--- config.mk ---
export PLATFORM = sky130hd
export DESIGN_NAME = echo_divider_flat
export DESIGN_NICKNAME = d
export VERILOG_FILES = /design/src/rtl/echo_divider_if.sv /design/src/rtl/echo_divider.sv /design/src/flat_wrapper.sv
export SDC_FILE = /design/constraint.sdc
export NUM_CORES = 1
export LEC_CHECK = 0
export BUFFER_PORTS_ARGS = -buffer_cell sky130_fd_sc_hd__buf_4
export CORE_MARGIN = 2
export CORE_UTILIZATION = 58
export CTS_CLUSTER_DIAMETER = 120
export DETAILED_ROUTE_END_ITERATION = 10
export PLACE_DENSITY = 0.8
export SLEW_MARGIN = 40
export SYNTH_ARGS = -nofsm -noshare
export SYNTH_HDL_FRONTEND = slang
export SYNTH_SLANG_ARGS = --single-unit
--- constraint.sdc ---
create_clock -name CLKOUTD -period 2.55 [get_ports CLKOUTD]
set_input_delay 0.1275 -clock CLKOUTD [delete_from_list [all_inputs] [get_ports CLKOUTD]]
set_output_delay 0.1275 -clock CLKOUTD [all_outputs]
set_load 0.1 [all_outputs]
--- src/rtl/echo_divider_if.sv ---
// ---------------------------------------------------------------------------
// echo_divider_if
//   Request/result bundle for the echo divider.
//   Requester side (master) drives the start strobe and operands. Divider
//   side (slave) returns status and result.
//
//   calculate  master->slave  1       start request, honoured only when idle
//   count      master->slave  WIDTH   dividend (raw echo count)
//   divisor    master->slave  DWIDTH  runtime divisor
//   busy       slave->master  1       division in progress
//   DONE       slave->master  1       result valid (level)
//   d          slave->master  WIDTH   quotient, optionally rounded
//   rem        slave->master  WIDTH   unrounded remainder
//   div_zero   slave->master  1       last accepted request had divisor 0
// ---------------------------------------------------------------------------
interface echo_divider_if #(
  parameter int WIDTH  = 16,
  parameter int DWIDTH = 8
) ();

  logic              calculate;
  logic [WIDTH-1:0]  count;
  logic [DWIDTH-1:0] divisor;
  logic              busy;
  logic              DONE;
  logic [WIDTH-1:0]  d;
  logic [WIDTH-1:0]  rem;
  logic              div_zero;

  modport master (
    output calculate, count, divisor,
    input  busy, DONE, d, rem, div_zero
  );

  modport slave (
    input  calculate, count, divisor,
    output busy, DONE, d, rem, div_zero
  );

endinterface

--- src/rtl/echo_divider.sv ---
// ---------------------------------------------------------------------------
// echo_divider
//   Sequential restoring divider converting a raw ultrasonic echo count into
//   a distance value. One quotient bit is resolved per clock, MSB first.
//   Optional round-half-up of the quotient and a divide-by-zero flag.
//
//   Parameters
//     WIDTH   width of dividend, quotient and remainder
//     DWIDTH  width of divisor (DWIDTH <= WIDTH)
//     ROUND   0 = truncate, 1 = round half up using the remainder
//
//   Ports
//     CLKOUTD  in   clock, all state changes on the rising edge
//     reset    in   asynchronous active-low reset; aborts any division
//     bus      slave side of echo_divider_if (request in, result out)
//
//   Timing: request accepted on edge 0; DONE visible after edge WIDTH+1
//   (edge 1 for divisor 0). All outputs come straight from registers.
// ---------------------------------------------------------------------------
module echo_divider #(
  parameter int WIDTH  = 16,
  parameter int DWIDTH = 8,
  parameter int ROUND  = 0
) (
  input  logic          CLKOUTD,
  input  logic          reset,
  echo_divider_if.slave bus
);

  localparam int ITER_W = $clog2(WIDTH + 1);

  typedef enum logic [1:0] {
    IDLE   = 2'd0,
    RUN    = 2'd1,
    FINISH = 2'd2
  } state_t;

  state_t            state_reg;

  // Working registers
  logic [WIDTH-1:0]  dividend_reg;   // latched count, shifted left during RUN
  logic [DWIDTH-1:0] divisor_reg;
  logic [WIDTH:0]    part_reg;       // partial remainder, one spare bit
  logic [WIDTH-1:0]  quot_reg;
  logic [ITER_W-1:0] iter_reg;
  logic              zero_reg;

  // Output registers
  logic              busy_reg;
  logic              done_reg;
  logic [WIDTH-1:0]  d_reg;
  logic [WIDTH-1:0]  rem_reg;
  logic              div_zero_reg;

  // One restoring step
  logic [WIDTH:0]    divisor_ext;
  logic [WIDTH:0]    shifted;
  logic [WIDTH:0]    diff;
  logic              fits;

  // Final rounding
  logic [WIDTH+1:0]  rem_x2;
  logic              round_up;
  logic [WIDTH-1:0]  quot_final;

  always_comb begin
    divisor_ext = {{(WIDTH + 1 - DWIDTH){1'b0}}, divisor_reg};
    // Bring down the next dividend bit. The partial remainder is always
    // below the divisor, so the dropped top bit is guaranteed zero.
    shifted     = {part_reg[WIDTH-1:0], dividend_reg[WIDTH-1]};
    fits        = (shifted >= divisor_ext);
    diff        = shifted - divisor_ext;
  end

  always_comb begin
    rem_x2     = {part_reg, 1'b0};
    // Round half up: remainder at least half the divisor. Cannot overflow
    // since divisor 1 leaves remainder 0 and divisor >= 2 halves the range.
    round_up   = (ROUND != 0) && (rem_x2 >= {1'b0, divisor_ext});
    quot_final = quot_reg + {{(WIDTH - 1){1'b0}}, round_up};
  end

  always_ff @(posedge CLKOUTD or negedge reset) begin
    if (!reset) begin
      state_reg    <= IDLE;
      dividend_reg <= '0;
      divisor_reg  <= '0;
      part_reg     <= '0;
      quot_reg     <= '0;
      iter_reg     <= '0;
      zero_reg     <= 1'b0;
      busy_reg     <= 1'b0;
      done_reg     <= 1'b0;
      d_reg        <= '0;
      rem_reg      <= '0;
      div_zero_reg <= 1'b0;
    end else begin
      case (state_reg)
        IDLE: begin
          if (bus.calculate) begin
            dividend_reg <= bus.count;
            divisor_reg  <= bus.divisor;
            part_reg     <= '0;
            quot_reg     <= '0;
            iter_reg     <= ITER_W'(WIDTH);
            busy_reg     <= 1'b1;
            // Only DONE and the flag clear here; d/rem keep the old result
            // until the next FINISH.
            done_reg     <= 1'b0;
            div_zero_reg <= 1'b0;
            if (bus.divisor == '0) begin
              zero_reg  <= 1'b1;
              state_reg <= FINISH;
            end else begin
              zero_reg  <= 1'b0;
              state_reg <= RUN;
            end
          end
        end

        RUN: begin
          part_reg     <= fits ? diff : shifted;
          quot_reg     <= {quot_reg[WIDTH-2:0], fits};
          dividend_reg <= {dividend_reg[WIDTH-2:0], 1'b0};
          iter_reg     <= iter_reg - ITER_W'(1);
          if (iter_reg == ITER_W'(1)) begin
            state_reg <= FINISH;
          end
        end

        FINISH: begin
          if (zero_reg) begin
            // Saturated quotient; the dividend was never shifted, so it
            // still holds the original count.
            d_reg        <= '1;
            rem_reg      <= dividend_reg;
            div_zero_reg <= 1'b1;
          end else begin
            d_reg        <= quot_final;
            rem_reg      <= part_reg[WIDTH-1:0];
            div_zero_reg <= 1'b0;
          end
          done_reg  <= 1'b1;
          busy_reg  <= 1'b0;
          state_reg <= IDLE;
        end

        default: begin
          state_reg <= IDLE;
          busy_reg  <= 1'b0;
        end
      endcase
    end
  end

  assign bus.busy     = busy_reg;
  assign bus.DONE     = done_reg;
  assign bus.d        = d_reg;
  assign bus.rem      = rem_reg;
  assign bus.div_zero = div_zero_reg;

endmodule

--- src/flat_wrapper.sv ---
// flat-port wrapper written by rule: the top's interface ports become plain ports
module echo_divider_flat 
#(
  parameter int WIDTH  = 16,
  parameter int DWIDTH = 8,
  parameter int ROUND  = 0
)
  (CLKOUTD, reset, bus_calculate, bus_count, bus_divisor, bus_busy, bus_DONE, bus_d, bus_rem, bus_div_zero);
  echo_divider_if #(.WIDTH(WIDTH), .DWIDTH(DWIDTH)) bus_i ();
  input  logic CLKOUTD;
  input  logic reset;
  input wire logic [$bits(bus_i.calculate)-1:0] bus_calculate;
  input wire logic [$bits(bus_i.count)-1:0] bus_count;
  input wire logic [$bits(bus_i.divisor)-1:0] bus_divisor;
  output wire logic [$bits(bus_i.busy)-1:0] bus_busy;
  output wire logic [$bits(bus_i.DONE)-1:0] bus_DONE;
  output wire logic [$bits(bus_i.d)-1:0] bus_d;
  output wire logic [$bits(bus_i.rem)-1:0] bus_rem;
  output wire logic [$bits(bus_i.div_zero)-1:0] bus_div_zero;
  assign bus_i.calculate = bus_calculate;
  assign bus_i.count = bus_count;
  assign bus_i.divisor = bus_divisor;
  assign bus_busy = bus_i.busy;
  assign bus_DONE = bus_i.DONE;
  assign bus_d = bus_i.d;
  assign bus_rem = bus_i.rem;
  assign bus_div_zero = bus_i.div_zero;
  echo_divider #(.WIDTH(WIDTH), .DWIDTH(DWIDTH), .ROUND(ROUND)) u_core (.CLKOUTD(CLKOUTD), .reset(reset), .bus(bus_i));
endmodule
Yosys cells after proc, flatten, opt, wreduce, memory -nomap -nowiden
Cells that the tools add are included.
{"block": "totals", "reg_bits": 99, "input_bits": 27, "out_inout_bits": 35, "elab_cells": 52}
{"block": "classes", "addsub": 2, "n_lt_le_gt_ge": 1, "n_eq_ne": 5, "mux": 22, "bitwise_logic": 1, "n_reduce_logical": 9}
{"cell": "$mux 16", "count": 6}
{"cell": "$pmux 16 s2", "count": 3}
{"cell": "$ge 17x8->1", "count": 1}
{"cell": "$sub 16x8->16", "count": 1}
{"cell": "$pmux 5 s2", "count": 1}
{"cell": "$reduce_and 2->1", "count": 5}
{"cell": "$logic_not 8->1", "count": 1}
{"cell": "$mux 2", "count": 3}
{"cell": "$pmux 1 s2", "count": 3}
{"cell": "$eq 5x1->1 const B", "count": 1}
{"cell": "$mux 5", "count": 1}
{"cell": "$sub 5x1->5 const B", "count": 1}
{"cell": "$mux 1", "count": 4}
{"cell": "$pmux 2 s2", "count": 1}
{"cell": "$reduce_bool 2->1", "count": 2}
{"cell": "$eq 2x1->1 const B", "count": 1}
{"cell": "$eq 2x2->1 const B", "count": 1}
{"cell": "$logic_not 2->1", "count": 1}
{"cell": "$ne 2x1->1 const B", "count": 1}
{"cell": "$ne 2x2->1 const B", "count": 1}
{"cell": "$not 1->1", "count": 1}

Depth between registers and ports, before layout
Gate-level depths: netlist of the first run.
{"block": "logic_depth", "word_depth": 4, "depth_mapped": 9, "mapped_depth_nobuf": 9}

Worst setup path before layout of the first run
No wires, ideal clock.
{"block": "synth_path", "kind": "register -> register", "from": "register u_core.part_reg[5]", "to": "register u_core.part_reg[15]", "setup_ns": 0.121, "arrival_time_ns": 2.244, "required_ns": 2.429, "setup_slack_ns": 0.186, "path_stages_with_launch": 8, "n_path_buf": 0, "period_less_slack_ns": 2.364, "path_cell_list": "dfrtp_1 > ha_1 > a21oi_1 > o21ai_0 > a22oi_1 > or4b_1 > xnor2_1 > a22o_1"}
{"block": "synth_between", "elab_chain_len": 3, "word_cells_on_any_way": 4, "cone_classes": "add/sub (1); order compare (1); mux (2)"}
{"element": "start, declared", "line_no": "echo_divider.sv:43", "rtl": "logic [WIDTH:0] part_reg;"}
{"element": "start signal, assigned", "line_no": "echo_divider.sv:122", "rtl": "part_reg <= fits ? diff : shifted;"}
{"element": "$sub 16x8->16 or $ge 17x8->1 (tied branches)", "line_no": "echo_divider.sv:72, echo_divider.sv:71"}
{"element": "$mux 16 *", "line_no": "echo_divider.sv:122"}
{"element": "$pmux 16 s2 *", "line_no": "echo_divider.sv:98", "rtl": "case (state_reg)"}
Every way passes the cells marked *; elsewhere a longest branch is shown, timed or not.
A chain may end at the register's enable or synchronous reset.

Worst setup path in the final report of the first run
{"block": "layout_path", "from": "register u_core.part_reg[9]", "to": "register u_core.part_reg[3]"}
{"block": "layout_between", "elab_chain_len": 3}
{"element": "$ge 17x8->1", "line_no": "echo_divider.sv:71", "rtl": "fits = (shifted >= divisor_ext);"}
{"element": "$mux 16", "line_no": "echo_divider.sv:122"}
{"element": "$pmux 16 s2", "line_no": "echo_divider.sv:98"}
No other way between the ends.

==> qor.yml, run 1 <==
run:
  cap_violations: 0
clock_tree:
  cts_made_buffers: 9
  htree_levels: 3
  cts_tree: "done"
  clock_latency_ns: 0.38
  clkTransAtPathRegs_ns: 0.11
  clock-sinks: 99
  root_buffer: "clkbuf_8"
  cts_buffer_depth: 2
final_layout:
  post-route-util_pct: 72.66
  diodes: 0
  final_common_cell: "dfrtp_1"
  fin_area_um2: 5673
  regArea_um2: 2480
  drive_gt1_share_pct: 20.14
  final_nets: 589
  synthToLayoutAreaGrowth_pct: 19.82
  final_cell_mix: "dfrtp_1, buf_4, o21ai_0, nand2_1, nor2_1"
  post_layout_nonfiller_instances: 658
  multiInputGateArea_um2: 2102
  fillers: 594
detailed_routing:
  wl_met1_um: 5211
  wl_met3_um: 610
  topRoutingLayerUsed: "met4"
  wire_per_inst_um: 16.74
  drc: 0
  met2_length_um: 4941
  first_pass_iters: 5
  viasPerCell: 5.853
  first_iter_violations: 233
  postRouteAntennaNets: 0
  wirelength_um: 11010
  num_vias: 3851
placed_design:
  dp_worst_setup_slack_ns: 0.05680
  dp.cells: 625
  numPortBuffers: 61
  dp_hpwl_um: 7459
  dpl-instance-area_um2: 5311
  finalWeightedCongestion: 0.8787
worst_setup_path:
  crit_path_max_fanout: 7
  start_kind: "flop"
  critPathKind: "reg -> reg"
  cp.arrival_ns: 2.75
  critPathRequiredTime_ns: 2.82
  endpoint_kind: "flop"
timing:
  period_minus_slack_ns: 2.484
  tightest_slew_ns: 0.7493
  fin_skew_ns: 0.01784
  slew_viol_final: 0
  fin_crit_sh_pct: 97.42
  hold_violations: 0
  timing.slew.headroom_pct: 49.91
  rsz0062_at_grt: "yes"
  max_freq_mhz: 402.5
  setup_ws_ns: 0.06579
  finalSetupViolCount: 0
power_and_ir_drop:
  p_int_uw: 4081
  switching_share_pct: 50.38
  ir_drop_uv: 621.5
  seqPwrFrac_pct: 33.4
  combPwrFrac_pct: 54.6
  leakage_uw: 0.002568
  clockPowerShare_pct: 12.1
  powerDensity_nw_per_um2: 1450
  p_switching_uw: 4144
  power_uw: 8225
global_routing:
  grt_pass1_wl_um: 18180
  overflow: 0
  grt_max_degree: 67
  grt_pass1_vias: 3708
  grt_use_total_pct: 26.40
  antenna_found_initial: 0
floorplanning:
  io_pins: 62
  initial_core_util_pct: 60.64
  die_w_um: 94.35
  rows: 32
  fp.coreArea_um2: 7807
  die_area_um2: 8902
  die_y_um: 94.35
yosys:
  synthArstFlopShare_pct: 100.0
  ys_ff_latch: 99
  synth_cell_types: 50
  synth_edf_count: 0
  syn_area_um2: 4735
  synth_nets: 518
  ys_seq_area_share_pct: 52.33
  synth_area_leaders: "dfrtp_1, o21ai_0, nand2_1"
  synth_area_leader_cell: "dfrtp_1"
  synthCells: 480
  dominantRegCellSynth: "dfrtp_1"
  synth_top_area_share_pct: 52.33
  yosys_warnings: 0
  postSynthAreaPerCell_um2: 9.864
status:
  status: "finished clean"
hold_path:
  hold_path.class: "in -> reg"
-- power groups by stage --
stage	Sequential (uW)	Clock, uW	Combinational [uW]
after floorplan	3960	0	2060
after global placement	2720	0	4260
after detailed placement	2770	0	4360
after CTS	2730	1010	4380
after global routing	2820	1070	4880
final	2750	993	4490
-- path summary, 6_finish.rpt --
check	start	end	slack, ns	cells past startpoint
min in group asynchronous	reset	u_core.bus.d[12]	0.27	2
setup reg to reg	u_core.part_reg[9]	u_core.part_reg[3]	0.07	7
hold reg to reg	u_core.bus.rem[0]	u_core.bus.rem[0]	0.49	2
hold / removal	bus_count[10]	u_core.dividend_reg[10]	0.03	3
max in group asynchronous	reset	u_core.part_reg[5]	1.56	3
setup / recovery	u_core.part_reg[9]	u_core.part_reg[3]	0.07	7
-- logic make-up after synthesis --
kind of cell / share of synthesized area [%]
compound gates: 20.40
simple gates: 14.90
flops: 52.33
buf+inv: 3.805
mux: 4.017
fa+ha+maj: 3.066
xor+xnor: 1.480
-- critical path: stages, from the launching register on --
cell       delay, ns
dfrtp_2         0.43
or3_4           0.42
or4_4           0.45
a2111oi_4       0.45
and3_4          0.30
buf_4           0.15
nand3_1         0.08
o311ai_1        0.09
-- cell type report --
| type | instances | area share, % |
|---|---|---|
| sequential | 99 | 43.71 |
| multi-input combinational | 337 | 37.05 |
| timing repair buffer | 91 | 12.70 |
| clock buffer | 10 | 2.426 |
| tap | 102 | 2.250 |
| clock inverter | 6 | 0.9925 |
| inverter | 13 | 0.8602 |
-- Yosys cell counts (all sizes together), types with 3 or more instances --
| library cell | number |
|---|---|
| dfrtp | 99 |
| o21ai | 73 |
| nand2 | 66 |
| nor2 | 28 |
| a21oi | 21 |
| clkbuf | 20 |
| mux2i | 19 |
| nor2b | 18 |
| a22o | 17 |
| a22oi | 16 |
| inv | 13 |
| nand3 | 13 |
| buf | 11 |
| ha | 10 |
| xnor2 | 6 |
| a32oi | 4 |
| nand2b | 4 |
| nor3 | 4 |
| or4 | 4 |
| a2111oi | 3 |
| o21a | 3 |
| o311ai | 3 |
-- stage by stage --
stage          hold slack, ns  TNS [ns]
2_1_floorplan         -0.1681         0
3_3_place_gp           0.1543         0
3_5_place_dp           0.1597         0
4_1_cts               0.01703         0
5_1_grt               0.05241   -0.1914
6_report              0.02764         0
-- routing by layer --
| metal | global-route usage (%) | vias to the layer above |
|---|---|---|
| li1 | - | 1837 |
| met1 | 39.07 | 1864 |
| met2 | 39.76 | 131 |
| met3 | 3.352 | 19 |
| met4 | 10.87 | 0 |
| met5 | 0 | - |
-- repair_timing --
item	CTS	global route
resized for setup	0	8
hold buffers	10	0
endpoints found under the hold margin	53	0
buffers inserted	0	7
endpoints found under the setup margin	0	7
Note: power is estimated with default switching activity, not from simulation.
==> run 2, diff against run 1 <==
- PLACE_DENSITY: 0.8 -> 0.79
==> run 2 against run 1 <==
Clock power about the same. Clock-buffer cell count stayed put. Design area fell by 0.62%. Highest routed layer unchanged. Critical path type unchanged. Critical endpoint is now u_core.part_reg[0]. Largest cell class unchanged.
==> qor.yml, run 2 (synthesized netlist as in run 1, its figures left out) <==
worst_setup_path:
  critPathRequiredTime_ns: 2.79  # was 2.82 ns
  crit_path_max_fanout: 13  # was 7
  critPathKind: "reg -> reg"  # unchanged
  crit_start: "u_core.part_reg[9]"  # unchanged
  start_kind: "flop"  # unchanged
  cp.arrival_ns: 2.72  # was 2.75 ns
  endpoint_kind: "flop"  # unchanged
  reg2reg_from: "u_core.part_reg[9]"  # unchanged
  ff2ff_setup_slack_ns: 0.07  # about the same
power_and_ir_drop:
  powerDensity_nw_per_um2: 1460  # was 1450 nW/um2
  power_uw: 8231  # was 8225 uW
  ir_drop_uv: 859.9  # was 621.5 uV
  leakage_uw: 0.002542  # was 0.002568 uW
detailed_routing:
  num_vias: 3849  # was 3851
  first_iter_violations: 325  # was 233
  viasPerCell: 5.912  # was 5.853
  first_pass_iters: 5  # unchanged
  drc: 0  # unchanged
  postRouteAntennaNets: 0  # unchanged
  wirelength_um: 10900  # was 11010 um
  wire_per_inst_um: 16.75  # was 16.74 um
timing:
  max_freq_mhz: 402.7  # was 402.5 MHz
  period_minus_slack_ns: 2.483  # was 2.484 ns
  tightest_slew_ns: 0.6661  # was 0.7493 ns
  hold_violations: 0  # unchanged
  slew_viol_final: 0  # unchanged
  whs_ns: 0.01852  # was 0.02764 ns
  finalSetupViolCount: 0  # unchanged
  timing.slew.headroom_pct: 55.48  # was 49.91%
  fin_skew_ns: 0.01625  # was 0.01784 ns
  rsz0062_at_grt: "yes"  # unchanged
  fin_crit_sh_pct: 97.38  # was 97.42%
  setup_ws_ns: 0.06679  # was 0.06579 ns
floorplanning:
  die_y_um: 94.35  # unchanged
  die_w_um: 94.35  # unchanged
  rows: 32  # unchanged
  io_pins: 62  # unchanged
  initial_core_util_pct: 60.64  # unchanged
  fp.coreArea_um2: 7807  # unchanged
  die_area_um2: 8902  # unchanged
status:
  status: "finished clean"  # unchanged
clock_tree:
  root_buffer: "clkbuf_8"  # unchanged
  clock_latency_ns: 0.36  # was 0.38 ns
  cts_made_buffers: 9  # unchanged
  htree_levels: 3  # unchanged
  clock-sinks: 99  # unchanged
  cts_tree: "done"  # unchanged
  cts_buffer_depth: 2  # unchanged
  clkTransAtPathRegs_ns: 0.10  # was 0.11 ns
hold_path:
  hp-start: "bus_divisor[2]"  # was bus_count[10]
  hold_path.class: "in -> reg"  # unchanged
final_layout:
  drive_gt1_share_pct: 18.94  # was 20.14%
  diodes: 0  # unchanged
  synthToLayoutAreaGrowth_pct: 19.08  # was 19.82%
  post-route-util_pct: 72.21  # was 72.66%
  final_cell_mix: "dfrtp_1, buf_4, o21ai_0, nand2_1, nor2_1"  # unchanged
  final_common_cell: "dfrtp_1"  # unchanged
  post_layout_nonfiller_instances: 651  # was 658
  final_nets: 584  # was 589
placed_design:
  finalWeightedCongestion: 0.9459  # was 0.8787
  numPortBuffers: 61  # unchanged
  dp.cells: 626  # was 625
  dp_worst_setup_slack_ns: 0.08419  # was 0.05680 ns
  dp_hpwl_um: 7345  # was 7459 um
global_routing:
  grt_pass1_vias: 3633  # was 3708
  grt_pass1_wl_um: 17940  # was 18180 um
  grt_max_degree: 52  # was 67
  grt_use_total_pct: 25.98  # was 26.40%
  antenna_found_initial: 0  # unchanged
  overflow: 0  # unchanged
run:
  cap_violations: 0  # unchanged
==> run 2: changes by cell type in the layout (fill, tap and decap cells not counted), moves of 2 or more <==
cell and change:
buf_4 -4, clkinv_4 -2, dfrtp_1 +2, dfrtp_2 -2, inv_8 -2
==> run 2: layout make-up <==
| class | count | area [um2] |
|---|---|---|
| timing repair buffer | 86 | 680.7 |
| fill | 595 | 2170 |
| clock buffer | 10 | 137.6 |
| clock inverter | 4 | 51.30 |
| sequential | 99 | 2477 |
| inverter | 13 | 48.80 |
| tap | 102 | 127.6 |
| multi-input combinational | 337 | 2115 |
==> run 2: worst max-delay path, cell delays in order, from the launching register on <==
cell,delay (ns)
dfrtp_1,0.45
or3_4,0.43
or4_4,0.45
a2111oi_4,0.29
buf_4,0.23
and3_4,0.29
nand3_1,0.10
o311ai_0,0.11
==> run 2: power by group <==
group	switching, uW	internal (uW)	leakage [uW]
sequential	545	2200	0.00129
combinational	3010	1470	0.00116
clock	531	472	0.0000946
==> run 2: worst paths after layout <==
kind | endpoint | depth (start not counted)
worst max-delay path | u_core.part_reg[0] | 7
worst min-delay path | u_core.divisor_reg[2] | 3
worst max register to register | u_core.part_reg[0] | 7
worst min register to register | u_core.zero_reg | 2
max in group asynchronous | u_core.divisor_reg[6] | 3
min in group asynchronous | u_core.bus.rem[1] | 2
==> run 2: routing by layer <==
| layer | GRT usage (%) | vias to the layer above | wire length, um |
|---|---|---|---|
| li1 | - | 1827 | - |
| met2 | 40.18 | 149 | 4936 |
| met5 | 0 | - | 0 |
| met4 | 8.213 | 0 | 182 |
| met3 | 3.033 | 18 | 654 |
| met1 | 38.86 | 1855 | 5130 |
==> run 2: through the flow <==
stage	cell area, um2	TNS [ns]
floorplan	4735	0
global placement	5311	0
detailed placement	5319	0
CTS	5599	0
global route	5638	-0.01760
finish	5638	0
==> run 2: what timing repair did <==
item                                    4_1_cts  5_1_grt
setup buffers                                 0        2
pin swaps                                     0        1
gates resized for setup                       1        4
hold buffers                                  9        0
endpoints found under the setup margin        1        5
endpoints found under the hold margin        56        0
